===== src/rtl/counter_pkg.sv =====
// Shared types, defaults and helpers for the event counter primitive.
// Imported by edge_detect_rise and event_counter.
package counter_pkg;

    typedef enum logic {
        CNT_WRAP = 1'b0,
        CNT_SAT  = 1'b1
    } cnt_mode_e;

    localparam int DEF_WIDTH   = 6;
    localparam int DEF_MODULUS = 64;

    // Values outside the legal range collapse onto the top count state.
    function automatic int unsigned clamp_init(
        input int unsigned value,
        input int unsigned modulus
    );
        return (value >= modulus) ? (modulus - 1) : value;
    endfunction

endpackage


===== src/rtl/edge_detect_rise.sv =====
// Rising-edge detector for the event input, one-cycle event pulse out.
// EVENT_COUNTER_SYNC_EN inserts a two-flop synchroniser ahead of detection.
module edge_detect_rise
    import counter_pkg::*;
(
    input  logic clk,
    input  logic rst,
    input  logic a,
    output logic evt
);

    logic a_s;
    logic a_q;

`ifdef EVENT_COUNTER_SYNC_EN
    logic s1;
    logic s2;

    // Two-stage synchroniser; reset high so a level held through reset is not an edge.
    always_ff @(posedge clk) begin
        if (!rst) begin
            s1 <= 1'b1;
            s2 <= 1'b1;
        end else begin
            s1 <= a;
            s2 <= s1;
        end
    end

    assign a_s = s2;
`else
    assign a_s = a;
`endif

    // Edge history; reset high so an input already high is not counted.
    always_ff @(posedge clk) begin
        if (!rst) begin
            a_q <= 1'b1;
        end else begin
            a_q <= a_s;
        end
    end

    assign evt = a_s & ~a_q;

endmodule


===== src/rtl/event_counter.sv =====
// Modulo up/down event counter with preload, wrap/saturate, tc pulse and sticky ovf.
// Optional macro EVENT_COUNTER_SYNC_EN adds a synchroniser on a (latency 3 clocks).
module event_counter
    import counter_pkg::*;
#(
    parameter int WIDTH    = DEF_WIDTH,
    parameter int MODULUS  = 2 ** WIDTH,
    parameter int SATURATE = 0
) (
    input  logic             clk,
    input  logic             rst,
    input  logic             a,
    input  logic             en,
    input  logic             up,
    input  logic             load,
    input  logic [WIDTH-1:0] initValue,
    input  logic             clr_ovf,
    output logic [WIDTH-1:0] count,
    output logic             tc,
    output logic             ovf
);

    localparam cnt_mode_e        MODE   = (SATURATE != 0) ? CNT_SAT : CNT_WRAP;
    localparam logic [WIDTH-1:0] TOP    = WIDTH'(MODULUS - 1);
    localparam logic [WIDTH-1:0] TOP_M1 = WIDTH'(MODULUS - 2);
    localparam logic [WIDTH-1:0] ONE    = WIDTH'(1);

    logic             evt;
    logic [WIDTH-1:0] init_c;
    logic [WIDTH-1:0] cnt_nxt;
    logic             tc_nxt;
    logic             ovf_set;

    edge_detect_rise u_edge (
        .clk (clk),
        .rst (rst),
        .a   (a),
        .evt (evt)
    );

    assign init_c = WIDTH'(clamp_init(32'(initValue), MODULUS));

    // Next count: load beats a step; boundaries compare against TOP, never rely on rollover.
    always_comb begin
        cnt_nxt = count;
        tc_nxt  = 1'b0;
        ovf_set = 1'b0;
        if (load) begin
            cnt_nxt = init_c;
        end else if (evt && en) begin
            if (up) begin
                if (count >= TOP) begin
                    ovf_set = 1'b1;
                    if (MODE == CNT_WRAP) begin
                        cnt_nxt = '0;
                    end
                end else begin
                    cnt_nxt = count + ONE;
                    tc_nxt  = (count == TOP_M1);
                end
            end else begin
                if (count == '0) begin
                    ovf_set = 1'b1;
                    if (MODE == CNT_WRAP) begin
                        cnt_nxt = TOP;
                    end
                end else begin
                    cnt_nxt = count - ONE;
                    tc_nxt  = (count == ONE);
                end
            end
        end
    end

    // State registers; a coincident ovf set overrides the clear.
    always_ff @(posedge clk) begin
        if (!rst) begin
            count <= init_c;
            tc    <= 1'b0;
            ovf   <= 1'b0;
        end else begin
            count <= cnt_nxt;
            tc    <= tc_nxt;
            ovf   <= ovf_set | (ovf & ~clr_ovf);
        end
    end

endmodule


===== config.mk =====
export PLATFORM = sky130hd
export DESIGN_NAME = event_counter
export DESIGN_NICKNAME = d
export VERILOG_FILES = /design/src/rtl/counter_pkg.sv /design/src/rtl/edge_detect_rise.sv /design/src/rtl/event_counter.sv
export SDC_FILE = /design/constraint.sdc
export NUM_CORES = 1
export LEC_CHECK = 0
export CAP_MARGIN = 20
export CORE_MARGIN = 2
export CORE_UTILIZATION = 49
export DETAILED_ROUTE_END_ITERATION = 8
export PLACE_DENSITY = 0.86
export SYNTH_ARGS = -nofsm -noshare
export SYNTH_HDL_FRONTEND = slang
export SYNTH_SLANG_ARGS = --single-unit

===== constraint.sdc =====
create_clock -name clk -period 3.2 [get_ports clk]
set_clock_uncertainty 0.2 [all_clocks]
set_input_delay 0.64 -clock clk [delete_from_list [all_inputs] [get_ports clk]]
set_output_delay 0.64 -clock clk [all_outputs]
set_load 0.01 [all_outputs]

* Word level (Yosys, flattened, before mapping)
Cells that the tools add are included.
Operators by class: muxes and demuxes 14, add/sub/neg operators 2, div/mod/pow operators 0, shifts and indexed selects 0, bitwise operators 7, $mul 0, reductions and logical operators 3, $lt $le $gt $ge 1, equal/unequal tests 3
Operator list (count):
- 6-bit two-way mux | 6
- 1-bit two-way mux | 8
- 6-bit by 1-bit adder with 6-bit output, second input constant | 1
- 6-bit by 1-bit equality test with 1-bit output, second input constant | 1
- 6-bit equality test, second input constant | 1
- 6-bit greater-or-equal comparator, second input constant | 1
- 6-bit logical NOT | 1
- 6-bit by 1-bit subtractor with 6-bit output, second input constant | 1
- 1-bit NOT | 4
- 3-bit by 1-bit != test with 1-bit output, second input constant | 1
- 3-bit OR reduction | 1
- 1-bit bitwise AND | 2
- 1-bit logical AND | 1
- 1-bit bitwise OR | 1
Storage, ports and cells: word-level logic and storage cells 34, flip-flop bits (word level) 9, latch bits 0, memory bits (read-only) 0, bits in writable memories 0, memories 0, input port bits 13

* Depth between registers and ports, before layout
Gate-level depths: netlist (run 1).
depth in word-level cells 6, mapped depth 5, depth with buffers taken out 5

* Cells and area by module
From an unflattened synthesis (run 1), not the netlist that was laid out.
Second synthesis, totals: cells, all modules 80, area, all modules 725.7 um^2
Modules (own cells, without submodules):
- event_counter | area an instance 685.7 um^2, cells each 77, times used 1
- edge_detect_rise | area an instance 40.0 um^2, cells each 3, times used 1

* Least setup slack after synthesis (run 1)
Ideal clock, no wire load.
path type in2reg, start point input up, end point register count[3] (data pin), path slack 1.315 ns, buffers on the path 1, data required time 2.727 ns, setup time 0.273 ns, arrival 1.412 ns, cell stages on the path 5, cell sequence buf_2 and3b_1 a311oi_1 o211a_1 a31oi_1
Between the ends: cells in the longest elaborated chain, start to end 4
Ends and longest elaborated chain:
- from (decl) | RTL line event_counter.sv:14 | input logic up,
- 6-bit two-way mux | RTL line event_counter.sv:51 | if (up) begin
- 6-bit two-way mux | RTL line event_counter.sv:50 | end else if (evt && en) begin
- 6-bit two-way mux | RTL line event_counter.sv:48 | if (load) begin
- 6-bit two-way mux | RTL line event_counter.sv:77 | if (!rst) begin
- to (signal assigned) | RTL line event_counter.sv:78 | count <= init_c;
- to (signal assigned) | RTL line event_counter.sv:82 | count <= cnt_nxt;
- to (decl) | RTL line event_counter.sv:18 | output logic [WIDTH-1:0] count,
No other way between the ends. The select of a mux whose other input is x is not followed. A chain may end at the register's enable or synchronous reset.

* Worst setup path in the final report (run 1)
start point input up, end point register count[5] (data pin)
Same word-level chain as after synthesis.

==> results of run 1 <==
-- path summary, 6_finish.rpt --
check	startpoint	to	slack [ns]	cells after the start
setup reg to reg	count[1]	count[3]	1.16	5
setup / recovery	up	count[5]	0.85	5
hold reg to reg	u_edge.a_q	tc	0.37	2
hold / removal	u_edge.a_q	tc	0.37	2
-- metal layers --
layer / global-route usage, % / up-vias / part of all wire [%]
met2: 32.19 / 26 / 47
met4: 8.125 / 0 / 0.90
met1: 25.00 / 311 / 45
met5: 0 / - / 0
li1: - / 331 / -
met3: 9.052 / 2 / 7.4
-- flip-flops by register name, summed over array words and instances, names as in the netlist --
| signal | cells |
|---|---|
| ovf | 1 |
| tc | 1 |
| count | 6 |
| u_edge.a_q | 1 |
-- worst min-delay path: cells and delay by family, from the launching register on --
kind / cells / cell delay (ns)
AOI/OAI and AO/OA: 1 / 0.05
and+or+nand+nor: 1 / 0.17
DFF: 1 / 0.30
-- cell families (layout without fill, tap and decap cells) --
kind of cell	count (synthesis)	after routing	share of synthesized area (%)
AO/OA/AOI/OAI	21	21	20.91
XOR/XNOR	2	2	2.461
adder cells (fa/ha/maj)	5	5	8.787
buffers and inverters	7	27	5.096
flip-flops	9	9	33.74
multiplexers	2	2	2.988
AND/OR/NAND/NOR	32	32	26.01
-- where the power goes --
group | switching [mW] | internal [mW]
Combinational | 0.0442 | 0.0559
Sequential | 0.0223 | 0.136
Clock | 0.0431 | 0.0483
-- cells in the final DEF (no fill, tap or decap), drive strengths merged --
master         count
clkdlybuf4s50     20
a22oi              2
nand2b             2
xor2               2
a31o               1
nor4               2
mux2               1
ha                 5
nor3               1
a221o              1
nand2              4
clkbuf             4
nor2b              3
a31oi              5
and4b              1
or3b               1
nor3b              1
a21oi              2
a211oi             2
nor2               8
o211ai             1
a311oi             1
dfxtp              3
o21ai              4
buf                1
inv                2
edfxtp             6
nand3              4
and3b              1
and3               2
o211a              1
nand3b             1
nand4              1
mux2i              1
o21a               1
-- stage by stage --
step	util, %	worst slack (ns)	area [µm²]	hold WS [ns]	total power [mW]
floorplan	-	1.315	711.9	0.3091	0.2157
global placement	68.20	0.7005	909.6	0.3432	0.2557
detailed placement	68.20	0.6092	909.6	0.3554	0.2587
CTS	70.17	0.8862	935.9	0.3643	0.3493
global route	70.17	0.7947	935.9	0.3819	0.3677
finish	70.17	0.8543	935.9	0.3696	0.3495
-- final cells by class --
| class | count | area [µm²] |
|---|---|---|
| clock buffers | 4 | 26.28 |
| multi-input cells | 62 | 435.4 |
| flip-flops and latches | 9 | 240.2 |
| inverters | 2 | 7.507 |
| fillers | 95 | 397.9 |
| well taps | 15 | 18.77 |
| repair buffers | 21 | 207.7 |
-- Yosys cell counts (all sizes together) (2+ instances only) --
cell and number:
inv 2, nand3 4, nand2b 2, a21oi 2, nand2 4, a22oi 2
xor2 2, dfxtp 3, buf 4, nor4 2, o21ai 4, and3 2
nor2b 3, a211oi 2, edfxtp 6, nor2 8, a31oi 5, ha 5
==> results by stage, run 1 <==
Worst hold path:
- The class of the tightest hold or removal check is reg -> reg.

STA:
- The max-slew violation count is 0.
- The worst pin sits at a relative slew slack of about three fifths.
- Setup repair after global routing left no endpoint under its margin.
- The share of the cycle needed by the critical path after routing is between 70% and 80%.
- For the finished layout, the period the worst path requires is around 2.3 ns.
- The setup-violating endpoint count in the final report is 0.
- At the pin with the least slew margin, the transition time is between 0.5 and 0.6 ns.
- Timing would allow up to roughly 430 MHz.
- The final count of hold timing violations came to 0.
- The total negative setup slack is 0 ns.

CTS:
- The CTS sink count is 9.
- At the later pin of the worst-skew pair, clock insertion delay measures ~0.27 ns.
- After clock tree synthesis, the clock-pin slew on the worst setup and hold paths is about 0.060 ns.
- The number of setup buffers added after CTS is 0.
- The number of resized instances in the post-cts repair step is 0.
- After clock tree synthesis, the flow added hold-fix buffers numbering 0.
- The deepest level of the CTS H-tree is 1.
- The master cell of the clock root buffer is clkbuf_4.
- The CTS buffer count is 3.
- The clock passes through at most 2 buffers.
- TritonCTS built the clock tree.

Layout:
- The final cell count without fillers is between 100 and 150.
- In the final design database the tool counted between 100 and 150 nets.
- The post-route netlist has 9.184% of its cells at a drive strength greater than 1.
- The growth of design area from synthesis to finish is 31.46%.
- 0 antenna diodes ended up in the layout.

Floorplan:
- The floorplan has 13 rows.
- In this run the vertical extent of the chip is 42.12 µm.
- Measured along the x axis, the die boundary spans roughly 42 µm.
- The initial cell density of the core is 53.38%.
- The top-level I/O count is 21.
- The floorplan step defined a core boundary enclosing roughly 0.0013 mm².
- The die covers 0.001774 mm².

Worst setup path:
- The worst setup path is of the in -> reg kind.
- In this design, the stage delay of the slowest critical-path cell is about 0.60 ns.
- Grouping stages by cell kind, the critical path spends the most delay in buffers and inverters.
- The critical path startpoint category is an input pin.
- The highest net fanout along the worst path is 11.
- Traced cell by cell, the critical path runs through clkdlybuf4s50_1 -> nor4_1 -> a221o_1 -> o211ai_1 -> a31oi_1.
- The required time of the critical path is around 3.1 ns.
- The highest-delay cell along the critical path is clkdlybuf4s50_1.
- STA puts the critical path data arrival time at 2.27 ns.
- The element type at the critical path end is a register.
- Together, buffers and inverters on the worst path number 1.

Route:
- The number of vias after detailed routing is 670.
- The total detailed-routing wirelength is 1665 µm.
- Before antenna repair, the detailed router went through 4 iterations.
- The total DRC errors in the routed layout is 0.
- The average wire per standard cell is approximately 15 µm.
- The detail route stage leaves a number of antenna-violating nets equal to 0.
- After the first detailed-routing iteration, the DRC count stood at 24.
- After detailed routing, the number of vias per cell comes to around 6.

Synthesis:
- After technology mapping, the gate count stands at 78.
- Sequential elements use 33.74% of the synthesized area.
- After synthesis, the share of flip-flops with an asynchronous set or reset is 0%.
- The largest area contributor in the netlist is edfxtp_1.
- Among all flip-flop cells after synthesis, the most frequent one is edfxtp_1.
- The post-synthesis instance area is just over 700 µm².
- The net count after synthesis is 96.
- The number of synthesized register bits is 9.
- The count of flip-flops with a built-in enable after synthesis is 6.
- The synthesis warning total is 0.
- The count of distinct cell types in the synthesized netlist is 39.
- Yosys attributes the largest share of cell area to edfxtp_1, ha_1, dfxtp_1.
- In this run the mean area of a mapped cell was a little over 9 µm².
- The share of synthesized area in the top cell type comes to about a quarter.

GRT:
- The number of global-route vias before repair is around 600.
- The first global-routing pass estimated 2760 µm of wire.
- The number of antenna violations at the first check in global routing is 0.
- Entering global routing, the biggest net connects 12 pins.
- In the global route stage, overall resource usage came out at 20.66%.
- Summed over all layers, the global routing overflow is 0.

Place:
- The half-perimeter wire length after placement is about 1200 µm.
- The count of input and output buffers is 20.
- The number of placed instances, taps included, is 109.
- The final estimated routing congestion in global placement is ~0.89.

Status:
- The flow ran to the end, and the final reports show no timing, DRC or antenna violations.

Pwr:
- The static power due to leakage is about 0.35 nW.
- For this design the ratio of total power to cell area is approximately 370 mW/mm².
- The largest vdd supply drop is about 0.24 mV.

Run:
- The tool flagged a number of max-cap violations equal to 0.
Note: power is estimated with default switching activity, not from simulation.
==> inputs of run 2 (changes only) <==
Settings changed: CORE_UTILIZATION 49 to 45, PLACE_DENSITY 0.86 to 0.81.
Clock period 3.2 ns to 2.3 ns, I/O delays scaled along.
==> run 2 against run 1 <==
Non-clock buffer count grew 4; sequential cell count unchanged; final area rose by 3.3%; total power is 36% higher; first-iteration DRC count is 42% lower; combinational power rose by 40%; clock power grew 28%; largest cell class unchanged.
==> results by stage, run 2 (synthesis results as in run 1) <==
Worst setup path:
- Traced cell by cell, the critical path runs through clkdlybuf4s50_1.
- The largest individual stage delay along the critical path comes from the cell clkdlybuf4s50_1.
- The family with the most delay on the worst path is buffers and inverters.
- STA classifies the critical path endpoint as an output port.
- Counting both buffers and inverters, the worst setup path holds a total of 1.
- The critical path is of the reg -> out type.
- The largest stage delay on the critical path is between 0.6 and 0.7 ns.
- The required time of the critical path is 1.64 ns.
- The worst register-to-register path ends at count[4].
- The highest net fanout along the worst path is 10.
- The worst setup slack for register-to-register paths is ~0.3 ns.
- The startpoint identified for the worst register-to-register timing path is count[0].
- The arrival time reported for the critical path endpoint is between 1 and 1.5 ns.
- For the worst flop-to-flop path, the logic depth is 5.
- The worst setup path is launched from a register.

Status:
- The flow ran to the end, and the final reports show no timing, DRC or antenna violations.

Floorplan:
- In this run the count of I/O pins placed on the die edge is 21.
- The standard cell core area is roughly 0.0015 mm².
- The floorplan has 14 rows.
- The initial cell density of the core is a little under half.
- From left edge to right edge, the die measures roughly 44 µm.
- The total die area is 0.001916 mm².
- The die is 43.78 µm tall.

GRT:
- The number of antenna violations at the first check in global routing is 0.
- Summed over all layers, the global routing overflow is 0.
- Entering global routing, the biggest net connects 12 pins.
- The first global-routing pass estimated roughly 2700 µm of wire.
- The number of global-route vias before repair is 630.
- The global-route usage over all layers is 19.26%.

Place:
- The post-placement worst setup slack is ~0.0037 ns.
- The HPWL after detailed placement is roughly 1200 µm.
- The number of cells in the design after placement is between 100 and 150.
- The count of input and output buffers is 20.
- Routability-driven placement finished with a final weighted congestion of between 0.8 and 0.9.

Layout:
- The share of the core filled with cells is between 60 and 70%.
- The fill cell instance count of the final layout is roughly 130.
- The register ranked first by flip-flop count is count.
- Cells with a size suffix above 1 make up 12.75% of the layout.
- The number of flip-flops under the largest register name is 6.
- In the layout the commonest cells are clkdlybuf4s50_1, nor2_1, edfxtp_1.
- The growth of design area from synthesis to finish is 35.85%.
- The number of nets at the end of the flow is about 120.
- The final cell count without fillers is between 100 and 150.
- 0 antenna diodes ended up in the layout.
- The most frequent standard cell in the layout excluding fill and tap cells is clkdlybuf4s50_1.

STA:
- Static timing analysis puts the maximum clock frequency at slightly below 500 MHz.
- The total negative setup slack is 0 ns.
- Setup violations remaining at the end of the flow were counted as 0.
- The share of the cycle needed by the critical path after routing is around 90%.
- The worst slew margin relative to its limit is approximately three quarters.
- The max-slew violation count was 0.
- The final count of hold timing violations is 0.
- At the pin with the least slew margin, the transition time is just under 0.4 ns.
- Across all setup checks in the final design, the least slack found is roughly 0.23 ns.
- Setup repair after global routing left no endpoint under its margin.
- The minimum clock period after layout is just over 2 ns.

CTS:
- In this run, post-CTS hold repair placed 0 buffers.
- In this run the clock root is driven by a clkbuf_4.
- The number of setup buffers added after CTS is 0.
- CTS built an H-tree with a depth of 1.
- After clock tree synthesis, the clock-pin slew on the worst setup and hold paths is roughly 0.060 ns.
- The deepest clock path buffer count is 2.
- In this run, CTS created clock tree buffers numbering 3.
- The number of resized instances in the post-cts repair step is 0.
- The later pin in the worst-skew pair is clocked with a latency of between 0.2 and 0.3 ns.
- The CTS tree is done.
- The CTS sink count is 9.

Pwr:
- Dividing total power by cell area gives a power density of 492.5 mW/mm².
- The static power due to leakage is roughly 0.37 nW.
- IR analysis of the VDD net gives a maximum drop of 0.3462 mV.

Route:
- The total detailed-routing wirelength is approximately 1600 µm.
- Once detail routing completed, the nets flagged for antenna violations numbered 0.
- The first detailed-routing pass took 4 iterations.
- The detailed router put a total of between 600 and 700 µm of wire on met1.
- In the final routed layout, each cell accounts on average for between 10 and 15 µm.
- After detailed routing, the number of remaining DRC violations is 0.
- The detailed route wirelength on metal3 is approximately 140 µm.
- The number of vias after detailed routing is between 600 and 700.
- After detailed routing, no signal wire sits above met3.
- Dividing the detail-routed via count by the number of cells gives between 5 and 6.
- The first routing iteration left 14 violations.
- The amount of wire on met2 after detailed routing is approximately 760 µm.

Worst hold path:
- The tightest min-delay check is of the reg -> reg type.
- The worst hold path was traced through 2 stages.
- The startpoint of the worst hold path is u_edge.a_q.
- The destination of the worst hold path is tc.

Run:
- Max-cap violations in this run came to 0.
run 2: where the power goes:
part	switching (mW)	total [mW]	internal [mW]
Combinational	0.0593	0.140	0.0808
Clock	0.0502	0.117	0.0665
Sequential	0.0306	0.220	0.189
Total	0.140	0.476	0.336
run 2: layer usage:
layer | global-route usage, % | vias to the layer above
li1 | - | 345
met1 | 24.23 | 310
met2 | 31.76 | 33
met3 | 7.083 | 0
met4 | 3.636 | 0
met5 | 0 | -
run 2: worst max path at each step:
stage               startpoint       end  slack [ns]  cells past startpoint
floorplan             count[1]  count[3]        0.46                      5
global placement            up  count[5]        0.02                      6
detailed placement          up  count[3]       0.004                      6
CTS                   count[1]  count[1]        0.22                      1
global route          count[1]  count[3]        0.13                      5
finish                count[5]  count[5]        0.23                      1
run 2: layout make-up:
class / count / area [µm²] / share of cell area, %
clock buffers: 4 / 26.28 / 2.717
flip-flops and latches: 9 / 240.2 / 24.84
well taps: 16 / 20.02 / 2.070
multi-input cells: 62 / 435.4 / 45.02
repair buffers: 25 / 237.7 / 24.58
inverters: 2 / 7.507 / 0.7762
run 2: per-stage QoR:
step | area (µm²) | hold slack (ns) | power (mW)
finish | 967.2 | 0.3569 | 0.4763
global route | 967.2 | 0.4117 | 0.5121
CTS | 967.2 | 0.3690 | 0.4826
detailed placement | 940.9 | 0.3588 | 0.3615
global placement | 940.9 | 0.3632 | 0.3572
floorplan | 711.9 | 0.3091 | 0.3001
run 2: worst reg2reg max path, cell delays in order, from the launching register on:
cell      delay [ns]
edfxtp_1        0.52
inv_1           0.19
ha_1            0.26
a22oi_1         0.21
mux2_2          0.37
o21ai_1         0.12
